`config.mk`:
```
export PLATFORM = sky130hd
export DESIGN_NAME = mat3_loader
export DESIGN_NICKNAME = d
export VERILOG_FILES = /design/src/rtl/mat3_loader.sv
export SDC_FILE = /design/constraint.sdc
export NUM_CORES = 1
export LEC_CHECK = 0
export CAP_MARGIN = 0
export CORE_ASPECT_RATIO = 1.25
export CORE_MARGIN = 5
export CORE_UTILIZATION = 44
export DETAILED_ROUTE_END_ITERATION = 12
export GPL_TIMING_DRIVEN = 1
export PLACE_DENSITY_LB_ADDON = 0.25
export SYNTH_ARGS = -nofsm -noshare
export SYNTH_HDL_FRONTEND = slang
export SYNTH_SLANG_ARGS = --single-unit
```
`constraint.sdc`:
```
create_clock -name clk -period 1.6 [get_ports clk]
set_input_delay 0.32 -clock clk [delete_from_list [all_inputs] [get_ports clk]]
set_output_delay 0.32 -clock clk [all_outputs]
set_load 0.05 [all_outputs]
```
`src/rtl/mat3_loader.sv`:
```
// mat3_loader: assembles packed 3x3 operand matrices A then B from a serial element stream
// Ports: clk, rst_n (async active-low), clear (sync abort), in_data/in_valid/in_ready (element stream),
//        mat_a/mat_b/out_valid/out_ready (matrix pair handshake), elem_idx (next slot), phase (0 A, 1 B, 2 FULL)
module mat3_loader #(
  parameter int ELEM_W = 8,
  parameter int DIM = 3
) (
  input  logic                      clk,
  input  logic                      rst_n,
  input  logic                      clear,
  input  logic [ELEM_W-1:0]         in_data,
  input  logic                      in_valid,
  output logic                      in_ready,
  output logic [ELEM_W*DIM*DIM-1:0] mat_a,
  output logic [ELEM_W*DIM*DIM-1:0] mat_b,
  output logic                      out_valid,
  input  logic                      out_ready,
  output logic [3:0]                elem_idx,
  output logic [1:0]                phase
);
  localparam int NE = DIM * DIM;
  localparam int W = ELEM_W * NE;
  typedef enum logic [1:0] {LOAD_A = 2'd0, LOAD_B = 2'd1, FULL = 2'd2} state_t;
  state_t state_q, state_d;
  logic [3:0] idx_q, idx_d;
  logic [W-1:0] mat_a_q, mat_a_d, mat_b_q, mat_b_d;
  logic acc, last;
  always_comb begin
    acc = in_valid && in_ready && !clear;
    last = idx_q == 4'(NE - 1);
    state_d = state_q;
    idx_d = idx_q;
    mat_a_d = mat_a_q;
    mat_b_d = mat_b_q;
    // element 0 occupies the most-significant slot
    for (int k = 0; k < NE; k++)
      if (acc && idx_q == 4'(k)) begin
        if (state_q == LOAD_A) mat_a_d[ELEM_W*(NE-k)-1 -: ELEM_W] = in_data;
        else mat_b_d[ELEM_W*(NE-k)-1 -: ELEM_W] = in_data;
      end
    if (clear) begin
      state_d = LOAD_A;
      idx_d = '0;
    end else if (acc) begin
      idx_d = last ? 4'd0 : idx_q + 4'd1;
      if (last) state_d = state_q == LOAD_A ? LOAD_B : FULL;
    end else if (state_q == FULL && out_ready) state_d = LOAD_A;
  end
  always_ff @(posedge clk or negedge rst_n)
    if (!rst_n) begin
      state_q <= LOAD_A;
      idx_q <= '0;
      mat_a_q <= '0;
      mat_b_q <= '0;
    end else begin
      state_q <= state_d;
      idx_q <= idx_d;
      mat_a_q <= mat_a_d;
      mat_b_q <= mat_b_d;
    end
  // held low while in reset so the source cannot believe an element was taken
  assign in_ready = rst_n && state_q != FULL;
  assign out_valid = state_q == FULL;
  assign mat_a = mat_a_q;
  assign mat_b = mat_b_q;
  assign elem_idx = idx_q;
  assign phase = state_q;
endmodule
```
; ---- Yosys cells after proc, flatten, opt, wreduce, memory -nomap -nowiden
; Cells that the tools add are included.
[classes]
n_mux = 8
n_reduce_logical = 37
eq_ne = 11
bitwise = 1
addsub = 1
[ops]
columns = operator, count
row1 = 2-bit AND reduction, 19
row2 = 4-bit by 3-bit == test with 1-bit output (second input constant), 4
row3 = 1-bit logical AND, 13
row4 = 4-bit two-way mux, 3
row5 = 2-bit two-way mux, 5
row6 = 4-bit by 2-bit == test with 1-bit output (second input constant), 2
row7 = 4-bit by 1-bit adder with 4-bit output (second input constant), 1
row8 = 4-bit by 1-bit == test with 1-bit output (second input constant), 1
row9 = 4-bit == test (second input constant), 1
row10 = 4-bit logical NOT, 1
row11 = 3-bit by 2-bit != test with 1-bit output (second input constant), 1
row12 = 3-bit nonzero test, 1
row13 = 2-bit == test (second input constant), 1
row14 = 2-bit logical NOT, 1
row15 = 2-bit != test (second input constant), 1
row16 = 2-bit nonzero test, 1
row17 = 1-bit logical NOT, 1
row18 = 1-bit inverter, 1
[word_totals]
word_cells = 78
output_inout_bits = 152
inputBits = 13
ff_bits = 150

; ---- Depth between registers and ports, before layout
[logic_depth]
ltp_word = 6
depth_mapped = 6
ltp_nobuf = 5

; ---- Least setup slack after synthesis
; Ideal clock, no wire load.
[synth_timing]
kind = flip-flop to flip-flop
start = reg idx_q[0] (netlist: elem_idx[0])
end = reg mat_b_q[0] (netlist: mat_b[0])
slack_ps = -417
setup_ps = 125
period_less_slack_ps = 2017
required_time_ps = 1475
arrival_time_ps = 1892
n_path_buf = 1
stages_incl_launch_ff = 7
cell_sequence = dfrtp_1 inv_1 ha_1 and3b_1 and2_4 buf_6 mux2_4
[synth_via]
elab_chain_cells = 3
[synth_lines]
columns = item, line_no
row1 = "start, declared", 25  ; logic [3:0] idx_q, idx_d;
row2 = "start signal, assigned", 57  ; idx_q <= idx_d;
row3 = 4-bit == test, 37  ; if (acc && idx_q == 4'(k)) begin
row4 = 1-bit logical AND, 37
row5 = 2-bit AND reduction (no source line), --
row6 = "end signal, assigned", 59  ; mat_b_q <= mat_b_d;
row7 = "end, declared", 26  ; logic [W-1:0] mat_a_q, mat_a_d, mat_b_q, mat_b_d;
; No other way between the ends.
; A chain may end at the register's enable or synchronous reset.

; ---- Worst setup path in the final report
[layout_timing]
start = reg state_q[0] (netlist: phase[0])
end = reg mat_a_q[40] (netlist: mat_a[40])
[layout_via]
elab_chain_cells = 6
word_cells_on_any_way = 7
cone_classes = eq/ne: 1 / reduce/logical: 6
[layout_lines]
columns = item, line_no
row1 = "start, declared", 24  ; state_t state_q, state_d;
row2 = "start signal, assigned", 56  ; state_q <= state_d;
row3 = 2-bit != test, 62  ; assign in_ready = rst_n && state_q != FULL;
row4 = 1-bit logical AND, 62
row5 = 1-bit logical AND (2 in a row), 29  ; acc = in_valid && in_ready && !clear;
row6 = 1-bit logical AND, 37
row7 = 2-bit AND reduction (no source line) (*), --
row8 = "end signal, assigned", 58  ; mat_a_q <= mat_a_d;
row9 = "end, declared", 26
; Mark *: on every way between the ends. The rest lies on a longest branch, timed or not.

==> impl_metrics.py <==
metrics = {
    "power_and_ir_drop": {
        "p_int_mw": 7.27,
        "clockPowerShare_pct": 45.4,
        "p_sw_mw": 2.48,
        "switching_share_pct": 25.4,
        "powerDensity_nw_per_um2": 1070,
        "ir_worst_vdd_mv": 0.946,
        "p_leak_nw": 4.65,
        "comb_power_share_pct": 13.2,
        "pwr-share-seq_pct": 41.4,
    },
    "clocking": {
        "clock-root-buffer": "clkbuf_16",
        "clkTransAtPathRegs_ps": 60,
        "clk-insertion-delay-late_ps": 410,
        "cts_tree": "yes",
        "cts_buffers": 17,
        "cts.path.max_buffers": 2,
        "h-tree-depth": 4,
        "cts.sinks": 150,
    },
    "sta": {
        "max_slew_margin_pct": 50.2,
        "worst_hold_slack_ps": 68.3,
        "rsz0062_at_grt": "yes",
        "worst_pin_slew_ps": 746,
        "setup-violations-final": 110,
        "fin_crit_sh_pct": 111,
        "clock_skew_ps": 8.06,
        "fin_crit_ps": 1770,
        "drv_slew": 0,
        "fin_tns_setup_ps": -9940,
        "hold_violations": 0,
        "setup_ws_ps": -170,
        "fmax_ghz": 0.565,
    },
    "layout": {
        "finalInstanceArea_um2": 9150,
        "area_growth_pct": 48.0,
        "fin_nets": 609,
        "nFillCells": 1003,
        "antenna_cells": 0,
        "drive_above_1_share_pct": 68.8,
        "postLayoutCoreUtil_pct": 66.3,
    },
    "global_routing": {
        "grt_usage_pct": 20.6,
        "grt_pass1_wl_mm": 25.6,
        "grt_max_degree": 143,
        "antenna_found_initial": 0,
        "grt_pass1_vias": 4302,
        "grt_overflow": 0,
    },
    "worst_setup_path": {
        "cp.required_ps": 1890,
        "critical-path-top-delay-family": "simple AND/OR/NAND/NOR gates",
        "cpMaxStageDelayCell": "dfrtp_2",
        "rr_worst_depth": 5,
        "rr_startpoint": "phase[0]",
        "critPathArrivalTime_ps": 2060,
        "crit_path_max_fanout": 8,
        "r2r-end": "mat_a[40]",
        "cp-end-kind": "register",
        "criticalPathCategory": "register to register",
        "crit_buf_inv": 2,
        "slowest_delay_ps": 420,
        "reg2reg_slack_ps": -170,
        "crit_chain": "buf_6 > nor4_4 > and3_4 > buf_12 > mux2_4",
        "worstSetupStartpointType": "register",
    },
    "drt": {
        "drtAntennaViolNets": 0,
        "viasPerCell": 5.18,
        "drc_errors": 0,
        "post_drt_wl_per_cell_um": 21.9,
        "num_vias": 4040,
        "drt-total-wl_mm": 17.0,
        "drt_iter0_markers": 226,
        "firstDrtPassIters": 4,
    },
    "placement": {
        "dpl.hpwl_mm": 11.5,
        "post_dp_cell_area_um2": 8190,
        "dpl_worst_slack_ps": -421,
        "portBuffers": 164,
        "place_congestion": 0.792,
    },
    "die": {
        "placementRows": 48,
        "initial_core_util_pct": 44.8,
        "coreArea_um2": 13800,
        "dieHeight_um": 143,
        "ios": 165,
        "die_x_um": 116,
        "dieArea_um2": 16500,
    },
    "synth": {
        "synth_seq_cells": 150,
        "synth_area_um2": 6180,
        "yosysWarnings": 0,
        "ys_seq_area_share_pct": 60.7,
        "syn_avg_cell_area_um2": 16.1,
        "ys_types": 31,
        "async_reset_ff_share_pct": 100,
        "synth_edf_count": 0,
        "synth_flop_cell": "dfrtp_1",
        "syn-num-nets": 400,
        "synthCells": 383,
    },
    "min_path": {
        "hold_class": "input port to asynchronous set/reset pin",
    },
    "status": {
        "status": "finished with violations",
        "violations": "setup timing",
    },
    "job": {
        "maxCapViolCount": 0,
    },
}
## synthesized netlist by cell type, types with 2 or more instances
cell type	n	area share (%)
nand3_2	5	0.81
buf_4	8	0.97
nor2_1	2	0.12
and2_1	3	0.30
mux2_2	104	19
clkbuf_1	9	0.55
inv_1	5	0.30
buf_6	8	1.5
and3_4	4	0.73
o21ai_0	4	0.32
and3b_1	2	0.28
nand4_1	3	0.30
nand3_1	2	0.16
mux2_4	40	9.7
o31ai_1	2	0.24
nand3b_1	2	0.24
a21oi_1	6	0.49
dfrtp_1	150	61
buf_2	2	0.16
and3_1	8	0.81
ha_1	4	0.81
## cell usage in the layout, fill, tap and decap left out, types with 2 or more instances in the layout
| cell type | instances |
|---|---|
| nand4_1 | 3 |
| and3_4 | 12 |
| and2_1 | 2 |
| nor2_1 | 2 |
| mux2_2 | 39 |
| bufinv_16 | 5 |
| buf_6 | 9 |
| mux2_4 | 105 |
| ha_1 | 2 |
| clkdlybuf4s50_1 | 11 |
| o31ai_1 | 2 |
| nand3_1 | 2 |
| clkbuf_8 | 2 |
| inv_6 | 2 |
| clkbuf_1 | 3 |
| dfrtp_1 | 144 |
| a21oi_1 | 5 |
| nand3_4 | 5 |
| inv_1 | 2 |
| buf_4 | 178 |
| dlygate4sd3_1 | 2 |
| clkbuf_16 | 17 |
| nand3b_1 | 2 |
| buf_12 | 17 |
| and2_4 | 2 |
| clkinv_4 | 3 |
| dfrtp_2 | 6 |
| o21ai_0 | 4 |
## power groups by stage
stage	registers [mW]	clock network [mW]	logic [mW]
after floorplan	4.57	0	0.242
after global placement	4.09	0	1.23
after detailed placement	4.10	0	1.24
after CTS	4.03	4.52	1.30
after global routing	4.04	4.68	1.35
final	4.03	4.42	1.29
## layout make-up
class / instances / area [um^2] / share of cell area, %
inverter: 5 / 26.3 / 0.287
multi-input combinational: 201 / 2580 / 28.2
clock inverter: 10 / 193 / 2.10
clock buffer: 22 / 464 / 5.07
timing repair buffer: 217 / 1910 / 20.8
sequential: 150 / 3760 / 41.1
tap: 175 / 219 / 2.39
## routing by layer
layer | up-vias | GRT usage [%] | routed length [um]
met5 | - | 0 | 0
met4 | 0 | 6.41 | 178
met3 | 13 | 5.15 | 1020
met2 | 132 | 35.4 | 8870
met1 | 2120 | 25.6 | 6980
li1 | 1775 | - | -
## metrics by stage
step	power, mW	instances
6_report	9.75	780
5_1_grt	10.1	780
4_1_cts	9.85	777
3_5_place_dp	5.34	736
3_3_place_gp	5.32	736
2_1_floorplan	4.82	383
## registers in the layout, summed over array words and instances, names as in the netlist
signal / cells
elem_idx: 4
mat_a: 72
mat_b: 72
phase: 2
## how the worst max path moves through the flow
stage | from | end | slack [ps] | depth (start not counted)
floorplan | elem_idx[3] | mat_a[36] | -140 | 5
global placement | in_valid | mat_b[71] | -400 | 5
detailed placement | clear | mat_b[37] | -420 | 5
CTS | phase[1] | mat_a[31] | -130 | 5
global route | phase[0] | mat_a[42] | -220 | 5
finish | phase[0] | mat_a[40] | -170 | 5
## cell families (layout without fill, tap and decap cells)
logic type | Yosys count | after routing | share of synthesized area (%)
compound gates | 13 | 13 | 1.15
fa+ha+maj | 4 | 4 | 0.809
buf+inv | 32 | 254 | 3.44
flops | 150 | 150 | 60.7
mux | 144 | 144 | 28.6
simple gates | 40 | 40 | 5.26
## what timing repair did
item | 4_1_cts | 5_1_grt
gates resized for setup | 32 | 32
setup buffers | 8 | 5
hold buffers | 2 | 0
pin swaps | 8 | 15
endpoints found under the hold margin | 8 | 0
endpoints found under the setup margin | 108 | 147
No activity file was read; power rests on OpenSTA's default activity.
